`src/rtl/instruction_fetch_pkg.sv`:
```
// Shared definitions for the RockWave fetch stage: reset defaults, NOP encoding
// and the fetch FSM state type.
package instruction_fetch_pkg;

  localparam logic [31:0] RESET_VECTOR_DEFAULT = 32'h0000_0000;
  localparam logic [31:0] INST_NOP             = 32'h0000_0013;

  typedef enum logic {
    FETCH_IDLE = 1'b0,
    FETCH_BUSY = 1'b1
  } fetch_state_t;

endpackage

```
`src/rtl/instruction_fetch_pc_reg.sv`:
```
// Program counter register: holds, advances by 4 on an accepted fetch, or
// loads a word-aligned redirect target, with redirect taking priority.
module instruction_fetch_pc_reg
  import instruction_fetch_pkg::*;
#(
  parameter int               XLEN         = 32,
  parameter logic [XLEN-1:0]  RESET_VECTOR = XLEN'(RESET_VECTOR_DEFAULT)
) (
  input  logic            clk,
  input  logic            rst,
  input  logic            advance,
  input  logic            jump_en,
  input  logic [XLEN-1:0] jump_addr,
  output logic [XLEN-1:0] pc
);

  always_ff @(posedge clk) begin
    if (rst) begin
      pc <= RESET_VECTOR;
    end else if (jump_en) begin
      pc <= jump_addr & ~XLEN'(3);
    end else if (advance) begin
      pc <= pc + XLEN'(4);
    end
  end

endmodule

```
`src/rtl/instruction_fetch.sv`:
```
// Fetch stage: issues one req/ack instruction-memory transaction per fetch and
// registers the returned word and its PCs for instruction_decode.
module instruction_fetch
  import instruction_fetch_pkg::*;
#(
  parameter int               XLEN         = 32,
  parameter logic [XLEN-1:0]  RESET_VECTOR = XLEN'(RESET_VECTOR_DEFAULT)
) (
  input  logic            clk,
  input  logic            rst,
  input  logic            phase_fetch,
  input  logic            stall,
  input  logic            jump_en_ex,
  input  logic [XLEN-1:0] jump_addr_ex,
  output logic            imem_req,
  output logic [XLEN-1:0] imem_addr,
  input  logic            imem_ack,
  input  logic [31:0]     imem_rdata,
  output logic [31:0]     inst,
  output logic [XLEN-1:0] curr_pc_fd,
  output logic [XLEN-1:0] next_pc_fd,
  output logic            fetch_valid,
  output logic            fetch_busy
);

  fetch_state_t    state;
  logic [XLEN-1:0] pc;
  logic            pc_advance;

  // A redirect in the same cycle as an ack discards the returned word.
  assign pc_advance = (state == FETCH_BUSY) && imem_ack && !jump_en_ex;
  assign fetch_busy = (state == FETCH_BUSY);

  instruction_fetch_pc_reg #(
    .XLEN         (XLEN),
    .RESET_VECTOR (RESET_VECTOR)
  ) u_pc_reg (
    .clk       (clk),
    .rst       (rst),
    .advance   (pc_advance),
    .jump_en   (jump_en_ex),
    .jump_addr (jump_addr_ex),
    .pc        (pc)
  );

  always_ff @(posedge clk) begin
    if (rst) begin
      state       <= FETCH_IDLE;
      imem_req    <= 1'b0;
      imem_addr   <= RESET_VECTOR;
      inst        <= INST_NOP;
      curr_pc_fd  <= RESET_VECTOR;
      next_pc_fd  <= RESET_VECTOR + XLEN'(4);
      fetch_valid <= 1'b0;
    end else begin
      fetch_valid <= 1'b0;
      case (state)
        FETCH_IDLE: begin
          if (phase_fetch && !stall && !jump_en_ex) begin
            imem_addr <= pc;
            imem_req  <= 1'b1;
            state     <= FETCH_BUSY;
          end
        end
        FETCH_BUSY: begin
          if (jump_en_ex) begin
            imem_req <= 1'b0;
            state    <= FETCH_IDLE;
          end else if (imem_ack) begin
            inst        <= imem_rdata;
            curr_pc_fd  <= pc;
            next_pc_fd  <= pc + XLEN'(4);
            fetch_valid <= 1'b1;
            imem_req    <= 1'b0;
            state       <= FETCH_IDLE;
          end
        end
        default: begin
          imem_req <= 1'b0;
          state    <= FETCH_IDLE;
        end
      endcase
    end
  end

endmodule

```
`config.mk`:
```
export PLATFORM = sky130hd
export DESIGN_NAME = instruction_fetch
export DESIGN_NICKNAME = d
export VERILOG_FILES = /design/src/rtl/instruction_fetch_pkg.sv /design/src/rtl/instruction_fetch_pc_reg.sv /design/src/rtl/instruction_fetch.sv
export SDC_FILE = /design/constraint.sdc
export NUM_CORES = 1
export LEC_CHECK = 0
export CORE_MARGIN = 4
export CORE_UTILIZATION = 35
export DETAILED_ROUTE_END_ITERATION = 6
export PLACE_DENSITY = 0.73
export SYNTH_ARGS = -nofsm -noshare
export SYNTH_HDL_FRONTEND = slang
export SYNTH_HIERARCHICAL = 1
export SYNTH_SLANG_ARGS = --single-unit
```
`constraint.sdc`:
```
create_clock -name clk -period 3.18 [get_ports clk]
set_clock_uncertainty 0.1 [all_clocks]
set_input_delay 0.636 -clock clk [delete_from_list [all_inputs] [get_ports clk]]
set_output_delay 0.636 -clock clk [all_outputs]
set_load 0.02 [all_outputs]
```
==> results.md, run 1 <==
- Critical path type: in2reg
- Area grow syn2layout: 40.0%
- Rows: 51
- CTS Sinks: 159
- Max incr delay on CP: 480 ps
- Port bufs: 198
- Main synth FF type: dfxtp_1
- Syn avg cell area: 7.90 um^2
- Top delay family on crit path: simple AND/OR/NAND/NOR gates
- Cell Pwr Density: 456 mW/mm^2
- CP max stage cell: or4_1
- GRT Overall Usage: 0.202
- CTS root buf: clkbuf_16
- Maximum buffer depth of the clock tree: 2
- DRC: 0
- Initial antenna violation count: 0
- Maximum vdd drop: 367 uV
- Most common cell in the netlist: nand2_1
- Final nets: 1130
- Post-DP HPWL: 15.6 mm
- Die X: 149 um
- Die Span Y: 149 um
- ANT nets after route: 0
- CTS tree: done
- Final setup viols: 0
- GP Congestion: 0.871
- Num CTS Buffers: 17
- Period minus WS final: 2510 ps
- YS warnings: 6
- Drt wl/cell: 17.1 um
- First-pass GRT wire length: 35.6 mm
- Crit path required time: 3420 ps
- Number of synthesized flops with an enable pin: 0
- I/O pin count: 201
- Total Die Area: 0.0223 mm^2
- Cells along the critical path: clkdlybuf4s50_1 -> nand3b_1 -> inv_4 -> and3_1 -> nand2_1 -> or4_1 -> a311oi_1
- Yosys top cell by area: dfxtp_1
- CP Launch Type: primary input
- Total Neg Setup Slack: 0 ps
- Synth top cells by count: nand2_1, dfxtp_1, a21oi_1
- Hold buffer count at cts: 0
- Setup bufs post-CTS: 0
- Synth Cell Area: 0.00698 mm^2
- Routed vias: 7056
- Max FO, Critical Path: 17
- Post-synthesis sequential area ratio: 0.456
- Period utilisation layout: 0.789
- Share of cells above drive strength 1: 0.0700
- Vias in the first global route: 6635
- Buf+Inv Stages, Crit Path: 2
- Max_slew headroom: 0.437
- Via/cell ratio: 5.28
- Drt total wl: 22.9 mm
- Clk_lat worst skew: 430 ps
- Fmax: 399 MHz
- RSZ-0062 raised after global routing: false
- Yosys reg bits: 159
- Post-synth top area share: 0.456
- Cells after Synth: 884
- Min-delay worst type: reg2reg
- Maximum capacitance violations: 0
- Leakage power: 0.00320 uW
- Final Hold Vio Count: 0
- Initial core utilization: 0.358
- Synth area leaders: dfxtp_1, nand2_1, a21oi_1
- Slew Viols, Final: 0
- ANT cells: 0
- Largest net degree at the start of global routing: 122
- Total grt overflow: 0
- Initial DRC count: 634
- Outcome: completed
- Worst-path clk slew: 60 ps
- Post-CTS Resized: 0
- Worst Tran Pin Value: 837 ps
- Post-synthesis async set-or-reset flop share: 0
- CP Capture Type: flop
- Post-Layout Inst Area: 0.00978 mm^2
- Placed cell count: 1304
- Critical Path AT: 2740 ps
- Finished Layout Cells: 1336
- Dpl cell area: 0.00922 mm^2
- # fillers: 1901
- First-pass DRT Iterations: 5
- Unique masters post-synth: 63
- Core area: 0.0195 mm^2
- H-tree Lvls: 4
[area by class of cell]
type / count / area (um^2) / share of cell area
flip-flops and latches: 159 / 3180 / 0.325
well taps: 265 / 332 / 0.0339
inverters: 11 / 43.8 / 0.00448
repair buffers: 221 / 2180 / 0.223
clock buffers: 17 / 425 / 0.0435
multi-input cells: 648 / 3480 / 0.356
clock inverters: 15 / 136 / 0.0139
[cells in the final DEF, fill, tap and decap left out, drive strengths merged, types with 2 or more instances in the layout]
| master | synthesis | final |
|---|---|---|
| nor3b | 7 | 7 |
| conb | 1 | 2 |
| xor2 | 9 | 9 |
| o211ai | 4 | 4 |
| inv | 10 | 15 |
| dfxtp | 159 | 159 |
| clkinvlp | 0 | 3 |
| nor2 | 55 | 55 |
| or4 | 7 | 7 |
| o31ai | 4 | 4 |
| nand4b | 2 | 2 |
| nor2b | 3 | 3 |
| a31oi | 2 | 2 |
| o21ai | 13 | 13 |
| clkinv | 1 | 7 |
| a21o | 2 | 2 |
| or3b | 3 | 3 |
| a2111oi | 4 | 4 |
| clkbuf | 46 | 17 |
| a311oi | 17 | 17 |
| nor3 | 8 | 8 |
| and3 | 13 | 13 |
| nand3b | 6 | 6 |
| or3 | 9 | 9 |
| a21oi | 110 | 110 |
| and2 | 4 | 4 |
| nand3 | 26 | 26 |
| or4b | 2 | 2 |
| buf | 21 | 24 |
| nand4 | 23 | 23 |
| ha | 2 | 2 |
| and3b | 3 | 3 |
| and4 | 7 | 7 |
| xnor2 | 14 | 14 |
| nor4 | 23 | 23 |
| a211oi | 26 | 26 |
| clkdlybuf4s50 | 0 | 197 |
| nand2 | 225 | 225 |
[flip-flops by register name, indices dropped and copies added, names as in the netlist]
name	flops
imem_req	1
u_pc_reg/pc	30
curr_pc_fd	32
next_pc_fd	30
imem_addr	32
inst	32
fetch_busy	1
fetch_valid	1
[per-stage QoR]
step	worst slack [ps]	hold slack, ps	power, uW	util
after detailed placement	281	346	2530	0.472
after global placement	311	341	2530	0.472
after CTS	694	355	4500	0.501
after global routing	504	369	4620	0.501
after floorplan	318	377	2320	-
final	672	352	4460	0.501
[worst reg2reg max path: stages (launching register included)]
cell and delay, ps:
dfxtp_1 630, nand4_1 320, nor4_1 800, a21oi_1 140, or3_1 360
[logic make-up (layout without fill, tap and decap cells)]
| logic type | Yosys count | count (layout) | share of synthesized area |
|---|---|---|---|
| compound gates | 188 | 188 | 0.163 |
| flops | 159 | 159 | 0.456 |
| simple gates | 432 | 432 | 0.300 |
| mux | 1 | 1 | 0.00143 |
| buf+inv | 78 | 264 | 0.0469 |
| fa+ha+maj | 2 | 2 | 0.00358 |
| xor+xnor | 23 | 23 | 0.0288 |
| other cells | 1 | 2 | 0.000537 |
[final timing paths]
check | from | end | slack, ps | cells after the start
setup / recovery | jump_en_ex | u_pc_reg/pc[17]$_SDFFE_PP0P_ | 670 | 7
hold / removal | inst[28]$_SDFFE_PP0P_ | inst[28]$_SDFFE_PP0P_ | 350 | 2
setup reg to reg | u_pc_reg/pc[15]$_SDFFE_PP0P_ | u_pc_reg/pc[30]$_SDFFE_PP0P_ | 710 | 4
hold reg to reg | inst[28]$_SDFFE_PP0P_ | inst[28]$_SDFFE_PP0P_ | 350 | 2
[power breakdown]
group          internal (uW)  switching, uW
logic                    181            193
clock network           1090            877
registers               2040           81.0
[routing by layer]
metal / part of all wire / track usage / up-vias
met1: 0.43 / 0.256 / 3277
met5: 0 / 0 / -
met2: 0.47 / 0.334 / 277
li1: - / - / 3465
met3: 0.079 / 0.0553 / 37
met4: 0.021 / 0.0677 / 0
No activity file was read; power rests on OpenSTA's default activity.
==> run 2, diff against run 1 <==
PLACE_DENSITY = 0.75   (was 0.73)
clock period = 2.2 ns   (was 3.18 ns; I/O delays follow)
==> run 2 against run 1 <==
Net effect: worst setup slack worse by 580 ps; global-route usage increased by 0.48 points; sequential power increased by 43%; worst hold slack got worse by 100 ps; total power grew 48%; die area unchanged; critical path type is now reg2reg; via count increased by 3.0%; core utilization grew 3.2 points; final cell count is 5.2% higher; routed wire length rose by 3.3%; critical path depth unchanged; combinational power grew 67%.
==> results.md, run 2 (same netlist as run 1, synthesis figures left out) <==
- Maximum buffer depth of the clock tree: 2 (unchanged)
- Crit path required time: 2410 ps (was 3420 ps)
- I/O pin count: 201 (unchanged)
- Seq pwr share: 0.459 (was 0.475)
- RSZ-0062 raised after global routing: false (unchanged)
- Rows: 51 (unchanged)
- First-pass GRT wire length: 36.9 mm (was 35.6 mm)
- Share of cells above drive strength 1: 0.133 (was 0.0700)
- Core area: 0.0195 mm^2 (unchanged)
- Int Pwr: 4990 uW (was 3300 uW)
- Die Span Y: 149 um (unchanged)
- Clk_lat worst skew: 430 ps (about the same)
- Worst setup path startpoint: u_pc_reg/pc[2]$_SDFFE_PP0P_ (was jump_en_ex)
- Worst r2r src: u_pc_reg/pc[2]$_SDFFE_PP0P_ (was u_pc_reg/pc[15]$_SDFFE_PP0P_)
- GP Congestion: 0.932 (was 0.871)
- Drt total wl: 23.6 mm (was 22.9 mm)
- Fmax: 475 MHz
- Clk pwr share: 0.447 (was 0.441)
- DRC: 0 (unchanged)
- GRT Overall Usage: 0.207 (was 0.202)
- Maximum vdd drop: 509 uV (was 367 uV)
- Post-Layout Inst Area: 0.0104 mm^2 (was 0.00978 mm^2)
- Vias in the first global route: 6928 (was 6635)
- First-pass DRT Iterations: 5 (unchanged)
- Maximum capacitance violations: 0 (unchanged)
- Worst-path clk slew: 60 ps (about the same)
- Sw Share: 0.246 (was 0.258)
- Worst r2r dst: u_pc_reg/pc[30]$_SDFFE_PP0P_ (unchanged)
- Dpl cell area: 0.00980 mm^2 (was 0.00922 mm^2)
- CTS root buf: clkbuf_16 (unchanged)
- Slew Viols, Final: 0 (unchanged)
- CP Launch Type: flop (was primary input)
- Area taken by flip-flops and latches: 0.00319 mm^2 (was 0.00318 mm^2)
- Final Util: 0.533 (was 0.501)
- Leakage power: 0.00357 uW (was 0.00320 uW)
- Period minus WS final: 2110 ps
- H-tree Lvls: 4 (unchanged)
- Critical path type: reg2reg (was in2reg)
- ANT nets after route: 0 (unchanged)
- Commonest non-fill, non-tap cell in the layout: nand2_1 (unchanged)
- Num CTS Buffers: 17 (unchanged)
- Routed vias: 7269 (was 7056)
- NetSw: 1630 uW (was 1150 uW)
- Final setup viols: 0 (unchanged)
- Initial core utilization: 0.358 (unchanged)
- Final Hold Vio Count: 0 (unchanged)
- Setup bufs post-CTS: 0 (unchanged)
- Worst Setup EP: u_pc_reg/pc[30]$_SDFFE_PP0P_ (was u_pc_reg/pc[17]$_SDFFE_PP0P_)
- Area grow syn2layout: 48.9% (was 40.0%)
- CP Capture Type: flop (unchanged)
- Port bufs: 198 (unchanged)
- Initial DRC count: 516 (was 634)
- Post-CTS Resized: 0 (unchanged)
- Commonest non-fill, non-tap cells in the layout: nand2_1, clkdlybuf4s50_1, dfxtp_1 (unchanged)
- CTS Sinks: 159 (unchanged)
- Cell Pwr Density: 636 mW/mm^2 (was 456 mW/mm^2)
- Area of the multi-input gates: 0.00349 mm^2 (was 0.00348 mm^2)
- Hold buffer count at cts: 0 (unchanged)
- Hold depth: 2 (unchanged)
- Largest registers: curr_pc_fd (32), imem_addr (32), inst (32) (unchanged)
- # fillers: 1861 (was 1901)
- R2R Setup Slk: 90 ps (was 710 ps)
- Post-DP HPWL: 16.9 mm (was 15.6 mm)
- Die X: 149 um (unchanged)
- ANT cells: 0 (unchanged)
- Final nets: 1200 (was 1130)
- CTS tree: done (unchanged)
- Via/cell ratio: 5.17 (was 5.28)
- Min-delay worst type: in2reg (was reg2reg)
- Outcome: completed (unchanged)
- Drt wl/cell: 16.8 um (was 17.1 um)
- Critical Path AT: 2320 ps (was 2740 ps)
- Total Die Area: 0.0223 mm^2 (unchanged)
- Period utilisation layout: 0.957
- Largest net degree at the start of global routing: 92 (was 122)
- Max FO, Critical Path: 4 (was 17)
- Combinational Power Share: 0.095 (was 0.084)
- Initial antenna violation count: 0 (unchanged)
- Total grt overflow: 0 (unchanged)
- R2R depth: 7 (was 4)
run 2: cell count changes in the layout (fill, tap and decap cells not counted), moves of 2 or more:
cell,previous run,this run
buf_12,2,6
buf_4,22,88
clkbuf_8,0,2
clkinv_2,4,1
dfxtp_1,159,153
dfxtp_2,0,6
inv_6,4,2
run 2: layout make-up:
class,instances,share of cell area
inverter,11,0.00421
sequential,159,0.307
multi-input combinational,648,0.336
timing repair buffer,291,0.265
clock inverter,11,0.0126
tap,265,0.0319
clock buffer,20,0.0439
run 2: critical path, stage by stage (launching register included):
cell,delay (ps)
dfxtp_1,420
buf_4,160
ha_1,240
nand4_1,120
nor4_1,340
buf_4,210
a21oi_1,60
or3_1,340
run 2: how the worst min path moves through the flow:
stage | start | to | slack, ps
floorplan | u_pc_reg/pc[31]$_SDFFE_PP0P_ | imem_addr[31]$_SDFFE_PP0P_ | 380
global placement | inst[23]$_SDFFE_PP0P_ | inst[23]$_SDFFE_PP0P_ | 340
detailed placement | inst[8]$_SDFFE_PP0P_ | inst[8]$_SDFFE_PP0P_ | 350
CTS | rst | fetch_busy$_SDFF_PP0_ | 250
global route | rst | fetch_busy$_SDFF_PP0_ | 250
finish | rst | fetch_busy$_SDFF_PP0_ | 250
run 2: routing by layer:
metal  wire [um]  GRT usage  vias up
li1            -          -     3590
met1       10100      0.264     3352
met2       11200      0.338      285
met3        1780     0.0556       42
met4         579     0.0741        0
met5           0          0        -
run 2: per-stage QoR:
| step | instances | setup WS (ps) | power [uW] | setup TNS (ps) | hold slack [ps] |
|---|---|---|---|---|---|
| 2_1_floorplan | 885 | -1.46 | 3350 | -1.46 | 377 |
| 3_3_place_gp | 1374 | -234 | 3710 | -11640 | 341 |
| 3_5_place_dp | 1374 | -259 | 3710 | -13800 | 346 |
| 4_1_cts | 1405 | 43.4 | 6670 | 0 | 246 |
| 5_1_grt | 1405 | 15.3 | 6840 | 0 | 252 |
| 6_report | 1405 | 94.0 | 6610 | 0 | 252 |
run 2: power by group through the flow:
stage,Sequential [uW],Combinational [uW],Clock (uW)
after floorplan,3120,230,0
after global placement,3090,616,0
after detailed placement,3090,621,0
after CTS,3030,625,3020
after global routing,3040,675,3130
final,3030,625,2950
==> run 3, diff against run 2 <==
CELL_PAD_IN_SITES_DETAIL_PLACEMENT = 0   (was not set)
CELL_PAD_IN_SITES_GLOBAL_PLACEMENT = 2   (was not set)
CORE_UTILIZATION = 32   (was 35)
DONT_BUFFER_PORTS = 1   (was not set)
PLACE_DENSITY = 0.86   (was 0.75)
==> run 3 against run 2 <==
Net effect: global-route usage shrank 0.70 points; largest power group unchanged; final cell count fell by 15%; combinational power is 31% lower; sequential power rose by 1%.
==> results.md, run 3 (same netlist as run 1, synthesis figures left out) <==
- Outcome: completed (unchanged)
- CTS Sinks: 159 (unchanged)
- Max_slew headroom: 0.434
- Fmax: 486 MHz (was 475 MHz)
- GP Congestion: 0.870 (was 0.932)
- Placed cell count: 1159 (was 1374)
- First-pass GRT wire length: 37.6 mm (was 36.9 mm)
- Vias in the first global route: 6217 (was 6928)
- R2R Setup Slk: 140 ps (was 90 ps)
- Die X: 156 um (was 149 um)
- Largest net degree at the start of global routing: 81 (was 92)
- Area grow syn2layout: 18.3% (was 48.9%)
- Total Neg Setup Slack: 0 ps (unchanged)
- Final Hold Vio Count: 0 (unchanged)
- CP Capture Type: flop (unchanged)
- Finished Layout Cells: 1198 (was 1405)
- Die Span Y: 156 um (was 149 um)
- Initial antenna violation count: 0 (unchanged)
- GRT Overall Usage: 0.200 (was 0.207)
- Clk_lat worst skew: 430 ps (about the same)
- Worst r2r src: u_pc_reg/pc[2]$_SDFFE_PP0P_ (unchanged)
- Maximum capacitance violations: 0 (unchanged)
- First-pass DRT Iterations: 5 (unchanged)
- Leakage power: 0.00274 uW (was 0.00357 uW)
- Critical path type: reg2reg (unchanged)
- Worst setup path startpoint: u_pc_reg/pc[2]$_SDFFE_PP0P_ (unchanged)
- Largest registers: curr_pc_fd (32), imem_addr (32), inst (32) (unchanged)
- RSZ-0062 raised after global routing: false (unchanged)
- ANT cells: 0 (unchanged)
- Rows: 53 (was 51)
- GRT met2 Usage: 0.312 (was 0.338)
- Slew Viols, Final: 0 (unchanged)
- Period minus WS final: 2060 ps (was 2110 ps)
- Drt wl/cell: 20.9 um (was 16.8 um)
- Maximum buffer depth of the clock tree: 2 (unchanged)
- Initial core utilization: 0.329 (was 0.358)
- Commonest non-fill, non-tap cells in the layout: nand2_1, dfxtp_1, a21oi_1 (was nand2_1, clkdlybuf4s50_1, dfxtp_1)
- Via/cell ratio: 5.52 (was 5.17)
- CTS root buf: clkbuf_16 (unchanged)
- Min-delay worst type: in2reg (unchanged)
- Final nets: 982 (was 1200)
- Most Crowded Layer GR: met2 (unchanged)
- Critical Path AT: 2260 ps (was 2320 ps)
- CP Launch Type: flop (unchanged)
- Total Die Area: 0.0242 mm^2 (was 0.0223 mm^2)
- Hold_sp: rst (unchanged)
- M3 GR Usage: 0.0696 (was 0.0556)
- Worst-path clk slew: 70 ps (was 60 ps)
- I/O pin count: 201 (unchanged)
- Total grt overflow: 0 (unchanged)
- Crit path required time: 2400 ps (was 2410 ps)
- Drt total wl: 25.0 mm (was 23.6 mm)
- Maximum vdd drop: 381 uV (was 509 uV)
- Share of cells above drive strength 1: 0.144 (was 0.133)
- Final setup viols: 0 (unchanged)
- Cell Pwr Density: 771 mW/mm^2 (was 636 mW/mm^2)
- ANT nets after route: 0 (unchanged)
- Max FO, Critical Path: 8 (was 4)
- H-tree Lvls: 4 (unchanged)
- Post-DP HPWL: 16.7 mm (was 16.9 mm)
- Met1 Use GR: 0.262 (was 0.264)
- Core area: 0.0212 mm^2 (was 0.0195 mm^2)
- Commonest non-fill, non-tap cell in the layout: nand2_1 (unchanged)
- Routed vias: 6613 (was 7269)
- DRC: 0 (unchanged)
- CTS tree: done (unchanged)
- Worst Tran Pin Value: 846 ps
- Initial DRC count: 614 (was 516)
- Period utilisation layout: 0.934 (was 0.957)
- Port bufs: 0 (was 198)
- Num CTS Buffers: 17 (unchanged)
[run 3: changes by cell type in the layout (fill, tap and decap cells not counted), moves of 2 or more]
cell	previous run	this run
inv_6	2	4
clkbuf_8	2	0
clkdlybuf4s50_1	197	0
buf_12	6	4
buf_4	88	66
dlygate4sd3_1	0	2
dfxtp_2	6	10
dfxtp_1	153	149
[run 3: worst max-delay path, stage by stage, from the launching register on]
cell and delay, ps:
dfxtp_2 390, buf_4 210, ha_1 260, nand4_1 130
nor4_1 250, buf_4 200, a21oi_1 60, or3_1 350
[run 3: routing by layer]
metal / vias up / part of all wire
met5: - / 0
met3: 37 / 0.091
met1: 3138 / 0.43
met4: 0 / 0.025
li1: 3165 / -
met2: 273 / 0.45
[run 3: layout make-up]
type / count / area, um^2
inverters: 11 / 43.8
fillers: 2268 / 13000
clock inverters: 13 / 130
multi-input cells: 648 / 3490
repair buffers: 73 / 623
clock buffers: 19 / 433
well taps: 275 / 344
flip-flops and latches: 159 / 3200
[run 3: final timing paths]
| kind | end | cells past startpoint |
|---|---|---|
| setup / recovery | u_pc_reg/pc[30]$_SDFFE_PP0P_ | 7 |
| hold / removal | next_pc_fd[2]$_SDFFE_PP1P_ | 1 |
| setup reg to reg | u_pc_reg/pc[30]$_SDFFE_PP0P_ | 7 |
| hold reg to reg | imem_addr[16]$_SDFFE_PP0P_ | 2 |
[run 3: where the power goes]
part	switching (uW)	internal (uW)
logic	268	165
registers	122	2940
clock network	1290	1580
total	1680	4690
[run 3: per-stage QoR]
step | utilization | worst slack [ps] | instance area [um^2] | power [uW] | hold WS [ps]
6_report | 0.389 | 144 | 8260 | 6370 | 32.3
3_5_place_dp | 0.357 | 110 | 7580 | 3490 | 419
5_1_grt | 0.389 | 22.9 | 8260 | 6610 | 1.01
4_1_cts | 0.388 | 84.8 | 8230 | 6440 | 3.00
3_3_place_gp | 0.357 | 121 | 7580 | 3490 | 416
2_1_floorplan | - | -1.46 | 7010 | 3350 | 377
[run 3: repair_timing]
item	in CTS	in global routing
endpoints found under the hold margin	52	0
setup endpoints to repair	0	4
hold buffers	5	0
buffers inserted	0	2
gates resized for setup	0	9
